File: src/rtl/posit_field_extract.sv
// Posit field extractor: a two-stage valid/ready pipeline that splits a posit word
// into sign, zero/NaR flags, signed scale k*2^ES+e and an MSB-aligned fraction.
module posit_field_extract #(
   parameter int N       = 16,
   parameter int ES      = 1,
   parameter int RUN_W   = $clog2(N),
   parameter int SCALE_W = $clog2(N) + ES + 2,
   parameter int FRAC_W  = N - 3 - ES
) (
   input  logic               clk,
   input  logic               rst,
   input  logic               in_valid,
   output logic               in_ready,
   input  logic [N-1:0]       in_posit,
   input  logic [RUN_W-1:0]   in_run,
   output logic               out_valid,
   input  logic               out_ready,
   output logic               out_sign,
   output logic               out_zero,
   output logic               out_nar,
   output logic [SCALE_W-1:0] out_scale,
   output logic [FRAC_W-1:0]  out_frac
);

   localparam int STAGES = 2;

   // Stage 1 keeps only the body bits below the first two regime positions:
   // the shift always discards at least the leading regime bit and its terminator.
   typedef struct packed {
      logic             sign;
      logic             zero;
      logic             nar;
      logic             rb;
      logic [RUN_W-1:0] run;
      logic [N-4:0]     low;
   } s1_t;

   typedef struct packed {
      logic               sign;
      logic               zero;
      logic               nar;
      logic [SCALE_W-1:0] scale;
      logic [FRAC_W-1:0]  frac;
   } out_t;

   logic [STAGES:1]    vld_pipe_q, vld_pipe_d;
   s1_t                s1_q, s1_d;
   out_t               out_q, out_d;
   logic               stage1_en, stage2_en;
   logic [N-1:0]       mag;
   logic [N-4:0]       ef;
   logic [SCALE_W-1:0] run_ext, e_ext, k;

   assign stage2_en = !vld_pipe_q[2] || out_ready;
   assign stage1_en = !vld_pipe_q[1] || stage2_en;
   assign in_ready  = stage1_en;

   always_comb begin
      mag        = in_posit[N-1] ? -in_posit : in_posit;
      s1_d.sign  = in_posit[N-1];
      s1_d.zero  = (in_posit == '0);
      s1_d.nar   = (in_posit == {1'b1, {(N-1){1'b0}}});
      s1_d.rb    = mag[N-2];
      s1_d.low   = mag[N-4:0];
      if (in_run == '0)
         s1_d.run = RUN_W'(1);
      else if (in_run > RUN_W'(N-1))
         s1_d.run = RUN_W'(N-1);
      else
         s1_d.run = in_run;
   end

   // Shifting the low body by run-1 equals shifting the full body by run+1 and
   // dropping the two bits that fell off the top.
   always_comb begin
      run_ext     = SCALE_W'(s1_q.run);
      ef          = s1_q.low << (s1_q.run - RUN_W'(1));
      e_ext       = SCALE_W'(ef >> FRAC_W);
      k           = s1_q.rb ? run_ext - SCALE_W'(1) : SCALE_W'(0) - run_ext;
      out_d.sign  = s1_q.sign;
      out_d.zero  = s1_q.zero;
      out_d.nar   = s1_q.nar;
      out_d.scale = (k << ES) + e_ext;
      out_d.frac  = ef[FRAC_W-1:0];
      if (s1_q.zero || s1_q.nar) begin
         out_d.scale = '0;
         out_d.frac  = '0;
      end
   end

   always_comb begin
      vld_pipe_d = vld_pipe_q;
      if (stage2_en) vld_pipe_d[2] = vld_pipe_q[1];
      if (stage1_en) vld_pipe_d[1] = in_valid;
   end

   always_ff @(posedge clk) begin
      if (rst) begin
         vld_pipe_q <= '0;
         s1_q       <= '0;
         out_q      <= '0;
      end else begin
         vld_pipe_q <= vld_pipe_d;
         if (stage1_en && in_valid)      s1_q  <= s1_d;
         if (stage2_en && vld_pipe_q[1]) out_q <= out_d;
      end
   end

   assign out_valid = vld_pipe_q[2];
   assign out_sign  = out_q.sign;
   assign out_zero  = out_q.zero;
   assign out_nar   = out_q.nar;
   assign out_scale = out_q.scale;
   assign out_frac  = out_q.frac;

endmodule
File: config.mk
export PLATFORM = sky130hd
export DESIGN_NAME = posit_field_extract
export DESIGN_NICKNAME = d
export VERILOG_FILES = /design/src/rtl/posit_field_extract.sv
export SDC_FILE = /design/constraint.sdc
export NUM_CORES = 1
export LEC_CHECK = 0
export ABC_AREA = 1
export ABC_CLOCK_PERIOD_IN_PS = 2810
export BUFFER_PORTS_ARGS = -buffer_cell sky130_fd_sc_hd__buf_2
export CELL_PAD_IN_SITES_DETAIL_PLACEMENT = 0
export CELL_PAD_IN_SITES_GLOBAL_PLACEMENT = 1
export CORE_ASPECT_RATIO = 0.75
export CORE_MARGIN = 1.5
export CORE_UTILIZATION = 38
export CTS_CLUSTER_SIZE = 30
export DETAILED_ROUTE_END_ITERATION = 12
export PLACE_DENSITY_LB_ADDON = 0.12
export SETUP_SLACK_MARGIN = 0.1
export SYNTH_ARGS = -nofsm -noshare
export SYNTH_HDL_FRONTEND = slang
export SYNTH_SLANG_ARGS = --single-unit
File: constraint.sdc
create_clock -name clk -period 2.81 [get_ports clk]
set_clock_uncertainty 0.15 [all_clocks]
set_input_delay 0.562 -clock clk [delete_from_list [all_inputs] [get_ports clk]]
set_output_delay 0.562 -clock clk [all_outputs]
set_load 0.005 [all_outputs]
* Word level (Yosys, flattened, before mapping)
Cells that the tools add are included.
** Word-level totals
- Register bits after elaboration :: 45
- Bits of input ports :: 24
- Output and inout port bits :: 24
- Word-level logic and storage cells :: 35
** Cells by class
- $add $sub $neg :: 5
- Magnitude comparators :: 1
- Equal/unequal tests :: 1
- Shift-type cells :: 1
- Mux-type cells :: 5
- Reduce and logical (&&, ||, !) cells :: 9
** Operators by type and width (count)
- 19-bit 2-to-1 mux :: 1
- 16-bit == test (second input constant) :: 1
- 16-bit logical NOT :: 1
- 15-bit 2-to-1 mux :: 1
- 15-bit negator :: 1
- 13-bit by 4-bit << shifter with 13-bit output :: 1
- 4-bit 2-to-1 mux :: 2
- 7-bit by 1-bit adder with 7-bit output :: 1
- 6-bit 2-to-1 mux :: 1
- 1-bit by 4-bit subtractor with 5-bit output (first input constant) :: 1
- 4-bit by 1-bit subtractor with 5-bit output (second input constant) :: 1
- 4-bit greater-than comparator (second input constant) :: 1
- 4-bit logical NOT :: 1
- 4-bit by 1-bit subtractor with 4-bit output (second input constant) :: 1
- 1-bit logical OR :: 3
- 1-bit logical AND :: 2
- 1-bit logical NOT :: 2

* Logic depth before layout (Yosys ltp)
Gate-level depths: netlist of run 1.
- Depth in word-level cells :: 4
- Mapped depth :: 11
- Gate-level depth less buffers :: 10

* Worst setup path before layout of run 1
Ideal clock, no wire load.
- Path type :: reg-to-reg
- Start :: register s1_q, in the netlist run_ext[0]
- End :: register out_q, in the netlist out_scale[0]
- Setup time :: 132 ps
- Data arrival time :: 1658 ps
- Setup slack :: 869 ps
- Stages on the path, launching flop included :: 11
- Path through :: dfxtp_1 -> inv_2 -> buf_6 -> ha_1 -> inv_2 -> buf_2 -> nand3_1 -> nand3_1 -> nand3_1 -> nand3_1 -> a21oi_1
** On the way
- Longest elaborated chain between the ends :: 4
** Ends and longest elaborated chain
- start, declared :: RTL line 47 : s1_t s1_q, s1_d;
- start signal, assigned :: RTL line 100 : s1_q <= '0;
- start signal, assigned :: RTL line 104 : if (stage1_en && in_valid) s1_q <= s1_d;
- 4-bit by 1-bit subtractor with 4-bit output :: RTL line 77 : ef = s1_q.low << (s1_q.run - RUN_W'(1));
- 13-bit by 4-bit << shifter with 13-bit output :: RTL line 77
- 7-bit by 1-bit adder with 7-bit output :: RTL line 83 : out_d.scale = (k << ES) + e_ext;
- 19-bit 2-to-1 mux :: RTL line 85 : if (s1_q.zero || s1_q.nar) begin
- end signal, assigned :: RTL line 105 : if (stage2_en && vld_pipe_q[1]) out_q <= out_d;
- end, declared :: RTL line 48 : out_t out_q, out_d;
No other way between the ends.
A chain may end at the register's enable or synchronous reset.

* Final worst setup path of run 1
- Start :: register s1_q, in the netlist run_ext[0]
- End :: register out_q, in the netlist out_frac[9]
** On the way
- Longest elaborated chain between the ends :: 3
** Ends and longest elaborated chain (RTL line)
- 4-bit by 1-bit subtractor with 4-bit output :: 77
- 13-bit by 4-bit << shifter with 13-bit output :: 77
- 19-bit 2-to-1 mux :: 85
No other way between the ends.

==> reports/results.ini, run 1 <==
[run_status]
outcome = finished clean

[pwr]
clkPwrFrac_pct = 28.2
p_sw_share_pct = 32.6
comb_power_share_pct = 25.1
p_per_area_nw_per_um2 = 511
p_seq_share_pct = 46.7
internal-power_mw = 0.996
p_leak_nw = 1.37
p_switching_mw = 0.481
vdd_drop_max_v = 0.000197

[clock_network]
cts.sink_count = 44
insertion_delay_ns = 0.29
cts_made_buffers = 5
cts_setup_buffers = 0
root_buffer = clkbuf_8
clk_pin_slew_ns = 0.08
cts_resized = 0
ctsHtreeMaxLevel = 2
clock_path_buffers = 2
cts_hold_buf = 0
cts_tree = built

[global_routing]
grt.total_usage_pct = 19.4
antenna_found_initial = 0
grt_pass1_wl_mm = 11.1
grt_pass1_vias = 2278
gr-total-overflow = 0
grt_start_max_net_pins = 31

[worst_setup_path]
worst-path-stages = 10
r2r_cells = 10
cp.required_ns = 2.89
arrival_ns = 2.26
max_stage_delay_ns = 0.37
path_max_fanout = 18
critPathLaunchType = register
path_buf_inv = 3
crit_family = simple AND/OR/NAND/NOR gates
end_kind = register
cp_cell_sequence = buf_4 > inv_2 > ha_1 > inv_1 > nand2_1 > nand2_1 > nand3_1 > a21oi_1 > nand2_1 > a21oi_1
setup.worst_path.class = reg -> reg
cpMaxStageDelayCell = nand2_1
critPathMostFrequentCell = nand2_1

[cells_and_area]
n_antenna_cell = 0
final_cell_mix = nand2_1 (114), nand3_1 (53), buf_2 (47)
final_common_cell = nand2_1
final_nets = 459
area_growth_pct = 14.4
drive_above_1_share_pct = 17.6

[synthesis]
ys_ff_latch = 44
syn_inst = 391
synth_top_cell_area_share_pct = 34.9
yosysWarnings = 0
synth-async-reset-ratio_pct = 0
synth_fp_nets = 418
synth-edff-count = 0
yosysUniqueCellTypes = 31
seq_area_frac_synth_pct = 34.9
synth.largest_area_cell = dfxtp_1
avgSynthCellArea_um2 = 6.45
ys.flop_type = dfxtp_1
synth.area.top_cells = dfxtp_1 (35%), nand2_1 (17%), nand3_1 (11%)
syn_area_um2 = 2520

[placement]
gp_congestion = 0.918
hpwl_mm = 4.82
portBuffers = 47

[floorplanning]
die_y_um = 73.6
coreArea_um2 = 6350
start_util_pct = 39.7
io_pins = 48
rows = 25
die_area_um2 = 7140
die_w_um = 97.1

[hold_path]
min_path_cells = 2
hold_path_class = reg -> reg

[routing]
routedWlPerCell_um = 12.6
drtAntennaViolNets = 0
drt_iter0_drc = 102
drt_wl_total_mm = 6.48
vias_per_cell = 4.89
drt_first_pass_iters = 4
via_count = 2514
post-route-drc-count = 0

[sta]
worstMarginPinSlew_ns = 0.503
relSlewSlack_pct = 66.4
holdWs_ns = 0.314
tns_ns = 0
report.final.setup_viol = 0
period_needed_ns = 2.18
hold_viol = 0
slew_violations = 0
max_freq_ghz = 0.459
grt_setup_unrepaired = no
fin_crit_sh_pct = 77.6

[run]
drv_cap = 0

## worst paths after layout
path              slack [ns]         start           end
hold / removal          0.31  out_scale[4]  out_scale[4]
hold reg to reg         0.31  out_scale[4]  out_scale[4]
setup / recovery        0.63    run_ext[0]   out_frac[9]
setup reg to reg        0.63    run_ext[0]   out_frac[9]
## worst register-to-register path, delay by kind of cell, from the launching register on
| kind | cells | cell delay, ns |
|---|---|---|
| adders and majority gates | 1 | 0.27 |
| AOI/OAI and AO/OA | 2 | 0.27 |
| buffers and inverters | 3 | 0.44 |
| DFF | 1 | 0.32 |
| and+or+nand+nor | 4 | 0.66 |
## metrics by stage
stage | setup WS, ns | cell area, um2 | total power [mW] | instances | utilization, %
final | 0.631 | 2890 | 1.48 | 514 | 45.5
after detailed placement | 0.674 | 2800 | 1.07 | 506 | 44.1
after global routing | 0.414 | 2890 | 1.57 | 514 | 45.5
after floorplan | 0.869 | 2520 | 0.970 | 391 | -
after CTS | 0.648 | 2890 | 1.49 | 514 | 45.5
after global placement | 0.725 | 2800 | 1.07 | 506 | 44.1
## layer usage
| metal | global-route usage (%) | share of wire [%] | vias to the layer above |
|---|---|---|---|
| li1 | - | - | 1361 |
| met1 | 29.2 | 55 | 1093 |
| met2 | 29.0 | 40 | 52 |
| met3 | 3.33 | 4.1 | 8 |
| met4 | 4.35 | 0.89 | 0 |
| met5 | 0 | 0 | - |
## synthesized netlist by cell type, types with 2 or more instances
| master | count |
|---|---|
| nand3_1 | 53 |
| nand2_1 | 114 |
| nand3b_1 | 2 |
| a21oi_1 | 33 |
| a31oi_1 | 3 |
| buf_2 | 8 |
| xnor2_1 | 3 |
| dfxtp_1 | 44 |
| buf_6 | 2 |
| clkbuf_1 | 6 |
| inv_2 | 6 |
| nor2_8 | 2 |
| nor2_1 | 41 |
| nor3_1 | 5 |
| inv_1 | 23 |
| ha_1 | 3 |
| o211ai_1 | 3 |
| a211oi_1 | 2 |
| nand2_2 | 5 |
| o21a_1 | 3 |
| o21ai_0 | 20 |
## power groups by stage
stage	Clock (mW)	Sequential (mW)	Combinational, mW
2_1_floorplan	0	0.701	0.269
3_3_place_gp	0	0.705	0.369
3_5_place_dp	0	0.704	0.368
4_1_cts	0.425	0.690	0.370
5_1_grt	0.447	0.696	0.430
6_report	0.417	0.690	0.370
## final cells by class
type | count | area (um2)
fillers | 722 | 3460
multi-input cells | 300 | 1440
flip-flops and latches | 44 | 881
repair buffers | 51 | 265
inverters | 30 | 115
well taps | 81 | 101
clock buffers | 8 | 90.1
## sequential cells by signal (all words and copies together), names as in the netlist
signal and count:
out_sign 1, out_d 3, vld_pipe_q 2, out_nar 1
run_ext 4, out_frac 12, out_scale 6, s1_q 14
out_zero 1
## kinds of logic (layout without fill, tap and decap cells)
family	count (synthesis)	count (layout)	share of synthesized area (%)
DFF	44	44	34.9
AOI/OAI and AO/OA	66	66	14.3
adders and majority gates	3	3	1.49
and+or+nand+nor	227	227	39.7
xor gates and xnor gates	4	4	1.39
buffers and inverters	47	89	8.23
No activity file was read; power rests on OpenSTA's default activity.
==> inputs of run 2 (changes only) <==
Settings changed: ABC_AREA 1 to 0, ABC_CLOCK_PERIOD_IN_PS 2810 to 2150, CORE_UTILIZATION 38 to 41.
Clock period 2.81 ns to 2.15 ns, I/O delays scaled along.
==> run 2 against run 1 <==
  * Register-to-register slack lost 0.45 ns
  * Clock-buffer cell count shrank 1
  * Core utilization grew 5.5 points
  * Global-route usage shrank 0.067 points
  * Maximum frequency grew 11%
  * Clock power grew 67%
  * Wire length shrank 7.2%
  * Final area grew 2.3%
  * Die area shrank 9.9%
  * Critical path depth shrank 3
  * First-iteration DRC count grew 33%
  * Critical path type unchanged
  * Largest cell class unchanged
==> reports/results.ini, run 2 <==
[run_status]
outcome = finished clean

[routing]
post-route-drc-count = 0  ; unchanged
via_count = 2185  ; -13%
drt_iter0_drc = 136  ; +33%
wl_met1_mm = 3.12  ; -12%
routedWlPerCell_um = 14.6  ; +16%
met2_wirelength_mm = 2.54  ; -3.2%
drtAntennaViolNets = 0  ; unchanged
drt_wl_total_mm = 6.01  ; -7.2%
drt_first_pass_iters = 5  ; +1
route.met3.wl_um = 333  ; +26%
vias_per_cell = 5.32  ; +8.7%
maxUsedRoutingLayer = met4

[pwr]
clkPwrFrac_pct = 33.9  ; +5.7 points
p_seq_share_pct = 44.1  ; -2.6 points
vdd_drop_max_v = 0.000291  ; +48%
p_switching_mw = 0.574  ; +19%
comb_power_share_pct = 22.1  ; -3.0 points
p_sw_share_pct = 27.9  ; -4.6 points
p_leak_nw = 1.20  ; -13%
p_per_area_nw_per_um2 = 695  ; +36%
internal-power_mw = 1.48  ; +49%

[sta]
fin_crit_sh_pct = 91.7  ; +14 points
report.final.setup_viol = 0  ; unchanged
hold_viol = 0  ; unchanged
max_freq_ghz = 0.507  ; +11%
holdWs_ns = 0.230  ; -0.0835 ns
tns_ns = 0  ; unchanged
slew_violations = 0  ; unchanged
grt_setup_unrepaired = no
relSlewSlack_pct = 68.3  ; +1.9 points
layout_setup_ws_ns = 0.179  ; -0.451 ns
period_needed_ns = 1.97  ; -0.209 ns
worstMarginPinSlew_ns = 0.476  ; -0.0266 ns

[synthesis]
ys_ff_latch = 44  ; unchanged
synth.largest_area_cell = dfxtp_1
syn_inst = 283  ; -28%
synth_adder_area_share_pct = 1.54  ; +0.050 points
yosysWarnings = 0  ; unchanged
yosysUniqueCellTypes = 44  ; +42%
synth.area.top_cells = dfxtp_1 (36%), mux4_2 (8.3%), nand2_1 (6.3%)
synth_top_family_by_area = simple AND/OR/NAND/NOR gates
synth-xor-area-share_pct = 7.89  ; +6.5 points
synth-edff-count = 0  ; unchanged
synthMuxAreaShare_pct = 11.3  ; +11 points
avgSynthCellArea_um2 = 8.63  ; +34%
synth-simple-area-share_pct = 19.6  ; -20 points
synth_compound_area_share_pct = 18.2  ; +3.9 points
synth_top_cell_area_share_pct = 36.1  ; +1.2 points
yosysMostFrequentCell = dfxtp_1
synth-async-reset-ratio_pct = 0  ; unchanged
syn_area_um2 = 2440  ; -3.2%
seq_area_frac_synth_pct = 36.1  ; +1.2 points
yosys-top-cells-count = dfxtp_1 (44), nand2_1 (41), nor2_1 (32)
ys.flop_type = dfxtp_1
synth_fp_nets = 310  ; -26%

[worst_setup_path]
setup.worst_path.class = reg -> reg
path_buf_inv = 2  ; -1
cpMaxStageDelayCell = dfxtp_4
critPathLaunchType = register
cp_cell_sequence = inv_6 > ha_4 > buf_4 > mux4_2 > mux2_2 > a22oi_1 > nor2_1
cp.required_ns = 2.18  ; -0.71 ns
path_max_fanout = 7  ; -11
arrival_ns = 2.00  ; -0.26 ns
max_stage_delay_ns = 0.40  ; +0.03 ns
end_kind = register
crit_family = multiplexers
r2r_slack_ns = 0.18  ; -0.45 ns

[cells_and_area]
n_antenna_cell = 0  ; unchanged
post-route-util_pct = 51.0  ; +5.5 points
largest_register_ff_count = 14  ; unchanged
final_nets = 359  ; -22%
drive_above_1_share_pct = 28.5  ; +11 points
final_cell_mix = buf_2 (47), dfxtp_1 (42), nand2_1 (41)
area_growth_pct = 21.0
nFillCells = 560  ; -22%
final_common_cell = buf_2
top_register = s1_q

[floorplanning]
die_y_um = 69.8  ; -5.1%
start_util_pct = 42.1  ; +2.4 points
io_pins = 48  ; unchanged
die_area_um2 = 6430  ; -9.9%
die_w_um = 92.1  ; -5.1%
rows = 24  ; -4.0%
coreArea_um2 = 5800  ; -8.7%

[clock_network]
clk_pin_slew_ns = 0.09  ; about the same
cts.sink_count = 44  ; unchanged
cts_made_buffers = 5  ; unchanged
clock_path_buffers = 2  ; unchanged
root_buffer = clkbuf_8
cts_hold_buf = 0  ; unchanged
ctsHtreeMaxLevel = 2  ; unchanged
cts_tree = built
insertion_delay_ns = 0.29  ; about the same

[placement]
dp_slack_ns = 0.0987  ; -0.575 ns
hpwl_mm = 4.32  ; -10%
gp_congestion = 0.846  ; -7.9%
portBuffers = 47  ; unchanged

[global_routing]
grt_pass1_vias = 1946  ; -15%
grt.total_usage_pct = 19.4  ; -0.067 points
grt_start_max_net_pins = 45  ; +45%
gr-total-overflow = 0  ; unchanged
antenna_found_initial = 0  ; unchanged
grt_pass1_wl_mm = 9.79  ; -12%

[run]
drv_cap = 0  ; unchanged

[hold_path]
hold_path_class = in -> reg

## run 2: final timing paths
kind / from / to / cells past startpoint
hold / removal: in_run[2] / run_ext[2] / 3
setup / recovery: run_ext[0] / out_frac[6] / 7
hold reg to reg: out_nar / out_nar / 2
setup reg to reg: run_ext[0] / out_frac[6] / 7
## run 2: power groups by stage
stage / logic, mW / clock network (mW) / registers [mW]
after floorplan: 0.327 / 0 / 0.905
after global placement: 0.427 / 0 / 0.926
after detailed placement: 0.428 / 0 / 0.926
after CTS: 0.432 / 0.713 / 0.907
after global routing: 0.505 / 0.738 / 0.913
final: 0.454 / 0.696 / 0.906
## run 2: layout make-up
cell class              instances  area, um2  share of cell area (%)
repair buffers                 62        352                    11.9
multi-input cells             211       1460                    49.3
well taps                      78       97.6                    3.30
clock buffers                   7       96.3                    3.26
inverters                       8       35.0                    1.19
clock inverters                 1       30.0                    1.02
flip-flops and latches         44        888                    30.1
## run 2: layer usage
layer / vias up / GRT usage [%]
met3: 2 / 3.62
met4: 0 / 3.59
met5: - / 0
met1: 1017 / 30.6
met2: 62 / 27.3
li1: 1104 / -
## run 2: kinds of logic (layout without fill, tap and decap cells)
group	Yosys count	in the layout
multiplexers	16	16
AO/OA/AOI/OAI	69	69
flip-flops	44	44
AND/OR/NAND/NOR	104	104
adder cells (fa/ha/maj)	3	3
buffers and inverters	28	78
XOR/XNOR	19	19
## run 2: worst reg2reg max path: cells and delay by family (launching register included)
family,cells,cell delay [ns]
buffers and inverters,2,0.22
AND/OR/NAND/NOR,1,0.05
adder cells (fa/ha/maj),1,0.31
AO/OA/AOI/OAI,1,0.15
flip-flops,1,0.40
multiplexers,2,0.58
## run 2: what timing repair did
action / in CTS / in global routing
setup endpoints to repair: 1 / 6
gates resized for setup: 0 / 7
pin swaps: 1 / 2
buffers inserted: 1 / 5
## run 2: stage by stage
stage	area (um2)	power (mW)	cells
CTS	2900	2.05	406
finish	2960	2.05	411
floorplan	2480	1.23	283
global placement	2760	1.35	397
global route	2960	2.16	411
detailed placement	2760	1.35	397
==> inputs of run 3 (changes only) <==
Settings changed: CELL_PAD_IN_SITES_DETAIL_PLACEMENT 0 to 1, CELL_PAD_IN_SITES_GLOBAL_PLACEMENT 1 to 2, CORE_ASPECT_RATIO 0.75 to not set, CORE_UTILIZATION 41 to 33.
==> run 3 against run 2 <==
  * Sequential power is essentially flat
  * Via count grew 0.96%
  * Worst setup slack gained 0.011 ns
  * Final area grew 1.4%
  * Core utilization shrank 9.4 points
  * Flip-flop and latch count is the same
  * Largest cell class unchanged
  * Wire length grew 5.6%
  * Maximum frequency grew 0.55%
  * Highest routed layer unchanged
  * Worst hold slack gained 0.0034 ns
  * Global-route usage shrank 2.6 points
  * First-iteration DRC count shrank 43%
  * Sequential share of layout area shrank 0.51 points
==> reports/results.ini, run 3 (same netlist as run 2, synthesis figures left out) <==
[clock_network]
cts_tree = built
cts_hold_buf = 0  ; unchanged
cts.sink_count = 44  ; unchanged
insertion_delay_ns = 0.29  ; about the same
root_buffer = clkbuf_8
clock_path_buffers = 2  ; unchanged
cts_made_buffers = 5  ; unchanged
ctsHtreeMaxLevel = 2  ; unchanged
clk_pin_slew_ns = 0.08  ; about the same

[routing]
drtAntennaViolNets = 0  ; unchanged
drt_iter0_drc = 77  ; -43%
post-route-drc-count = 0  ; unchanged
drt_wl_total_mm = 6.35  ; +5.6%
routedWlPerCell_um = 14.6  ; -0.47%
drt_first_pass_iters = 4  ; -1
vias_per_cell = 5.06  ; -4.8%
via_count = 2206  ; +0.96%

[cells_and_area]
nFillCells = 903  ; +61%
final_common_cell = buf_2
top_register = s1_q
post-route-util_pct = 41.6  ; -9.4 points
drive_above_1_share_pct = 29.4  ; +0.85 points
area_growth_pct = 22.7
largest_register_ff_count = 14  ; unchanged
final_cell_mix = buf_2 (47), dfxtp_1 (42), nand2_1 (41)
final_nets = 363  ; +1.1%
n_antenna_cell = 0  ; unchanged

[worst_setup_path]
path_buf_inv = 2  ; unchanged
setup.worst_path.class = reg -> reg
cp.required_ns = 2.19  ; about the same
cp_cell_sequence = inv_6 > ha_4 > buf_4 > mux4_2 > mux2_2 > a22oi_1 > nor2_1
crit_family = multiplexers
critPathLaunchType = register
arrival_ns = 2.00  ; about the same
path_max_fanout = 7  ; unchanged
end_kind = register
max_stage_delay_ns = 0.40  ; about the same
cpMaxStageDelayCell = dfxtp_4

[floorplanning]
io_pins = 48  ; unchanged
coreArea_um2 = 7210  ; +24%
rows = 31  ; +29%
die_area_um2 = 7930  ; +23%
die_y_um = 89.0  ; +27%
start_util_pct = 33.9  ; -8.3 points
die_w_um = 89.0  ; -3.4%

[run]
drv_cap = 0  ; unchanged

[sta]
worstMarginPinSlew_ns = 0.469  ; -0.00733 ns
hold_viol = 0  ; unchanged
period_needed_ns = 1.96  ; -0.0108 ns
max_freq_ghz = 0.510  ; +0.55%
fin_crit_sh_pct = 91.2  ; -0.50 points
relSlewSlack_pct = 68.7  ; +0.49 points
tns_ns = 0  ; unchanged
report.final.setup_viol = 0  ; unchanged
grt_setup_unrepaired = yes
slew_violations = 0  ; unchanged

[global_routing]
grt_start_max_net_pins = 33  ; -27%
antenna_found_initial = 0  ; unchanged
grt_pass1_vias = 2071  ; +6.4%
gr-total-overflow = 0  ; unchanged
grt.total_usage_pct = 16.8  ; -2.6 points
grt_pass1_wl_mm = 10.3  ; +5.3%

[placement]
portBuffers = 47  ; unchanged
gp_congestion = 0.775  ; -8.3%
hpwl_mm = 4.81  ; +11%

[pwr]
p_total_mw = 1.92  ; -6.4%
p_per_area_nw_per_um2 = 641  ; -7.8%
vdd_drop_max_v = 0.000237  ; -18%
p_leak_nw = 1.20  ; +0.28%

[run_status]
outcome = finished clean

[hold_path]
hold_path_class = in -> reg

[run 3: final timing paths]
check | startpoint | to | slack [ns] | cells past startpoint
max reg2reg | run_ext[0] | out_frac[6] | 0.19 | 7
min | in_run[3] | run_ext[3] | 0.23 | 3
max | run_ext[0] | out_frac[6] | 0.19 | 7
min reg2reg | out_scale[0] | out_scale[0] | 0.30 | 2
[run 3: worst register-to-register path, cell delays in order, from the launching register on]
cell and delay [ns]:
dfxtp_4 0.40, inv_6 0.05, ha_4 0.29, buf_4 0.16, mux4_2 0.31, mux2_2 0.29, a22oi_1 0.16, nor2_1 0.05
[run 3: cell type report]
class                   instances  area (um2)  area share (%)
multi-input cells             211        1450            48.5
clock buffers                   7        86.3            2.88
repair buffers                 66         407            13.6
inverters                       8        35.0            1.17
flip-flops and latches         44         886            29.5
clock inverters                 1        7.51           0.250
well taps                      99         124            4.13
[run 3: metal layers]
layer / wire length (um) / up-vias / track usage, %
met5: 0 / - / 0
met4: 40 / 0 / 4.20
met3: 244 / 2 / 2.68
met2: 2910 / 49 / 26.4
met1: 3160 / 1033 / 24.1
li1: - / 1122 / -
[run 3: stage by stage]
stage | instance area (um2) | hold WS [ns] | worst slack (ns) | std cells
3_5_place_dp | 2820 | 0.296 | 0.0645 | 420
4_1_cts | 2930 | 0.226 | 0.0852 | 430
3_3_place_gp | 2820 | 0.291 | 0.115 | 420
5_1_grt | 3000 | 0.229 | 0.0687 | 436
6_report | 3000 | 0.234 | 0.190 | 436
2_1_floorplan | 2480 | 0.287 | 0.0295 | 283
[run 3: repair_timing]
| item | in CTS | in global routing |
|---|---|---|
| pin swaps | 1 | 2 |
| gates cloned | 0 | 0 |
| setup buffers | 2 | 6 |
| endpoints found under the setup margin | 2 | 7 |
| resized for setup | 0 | 7 |
[run 3: power by group]
group	leakage (nW)	internal, mW	switching [mW]	total, mW
Combinational	0.795	0.229	0.247	0.476
Clock	0.0445	0.261	0.281	0.543
Sequential	0.361	0.857	0.0470	0.904
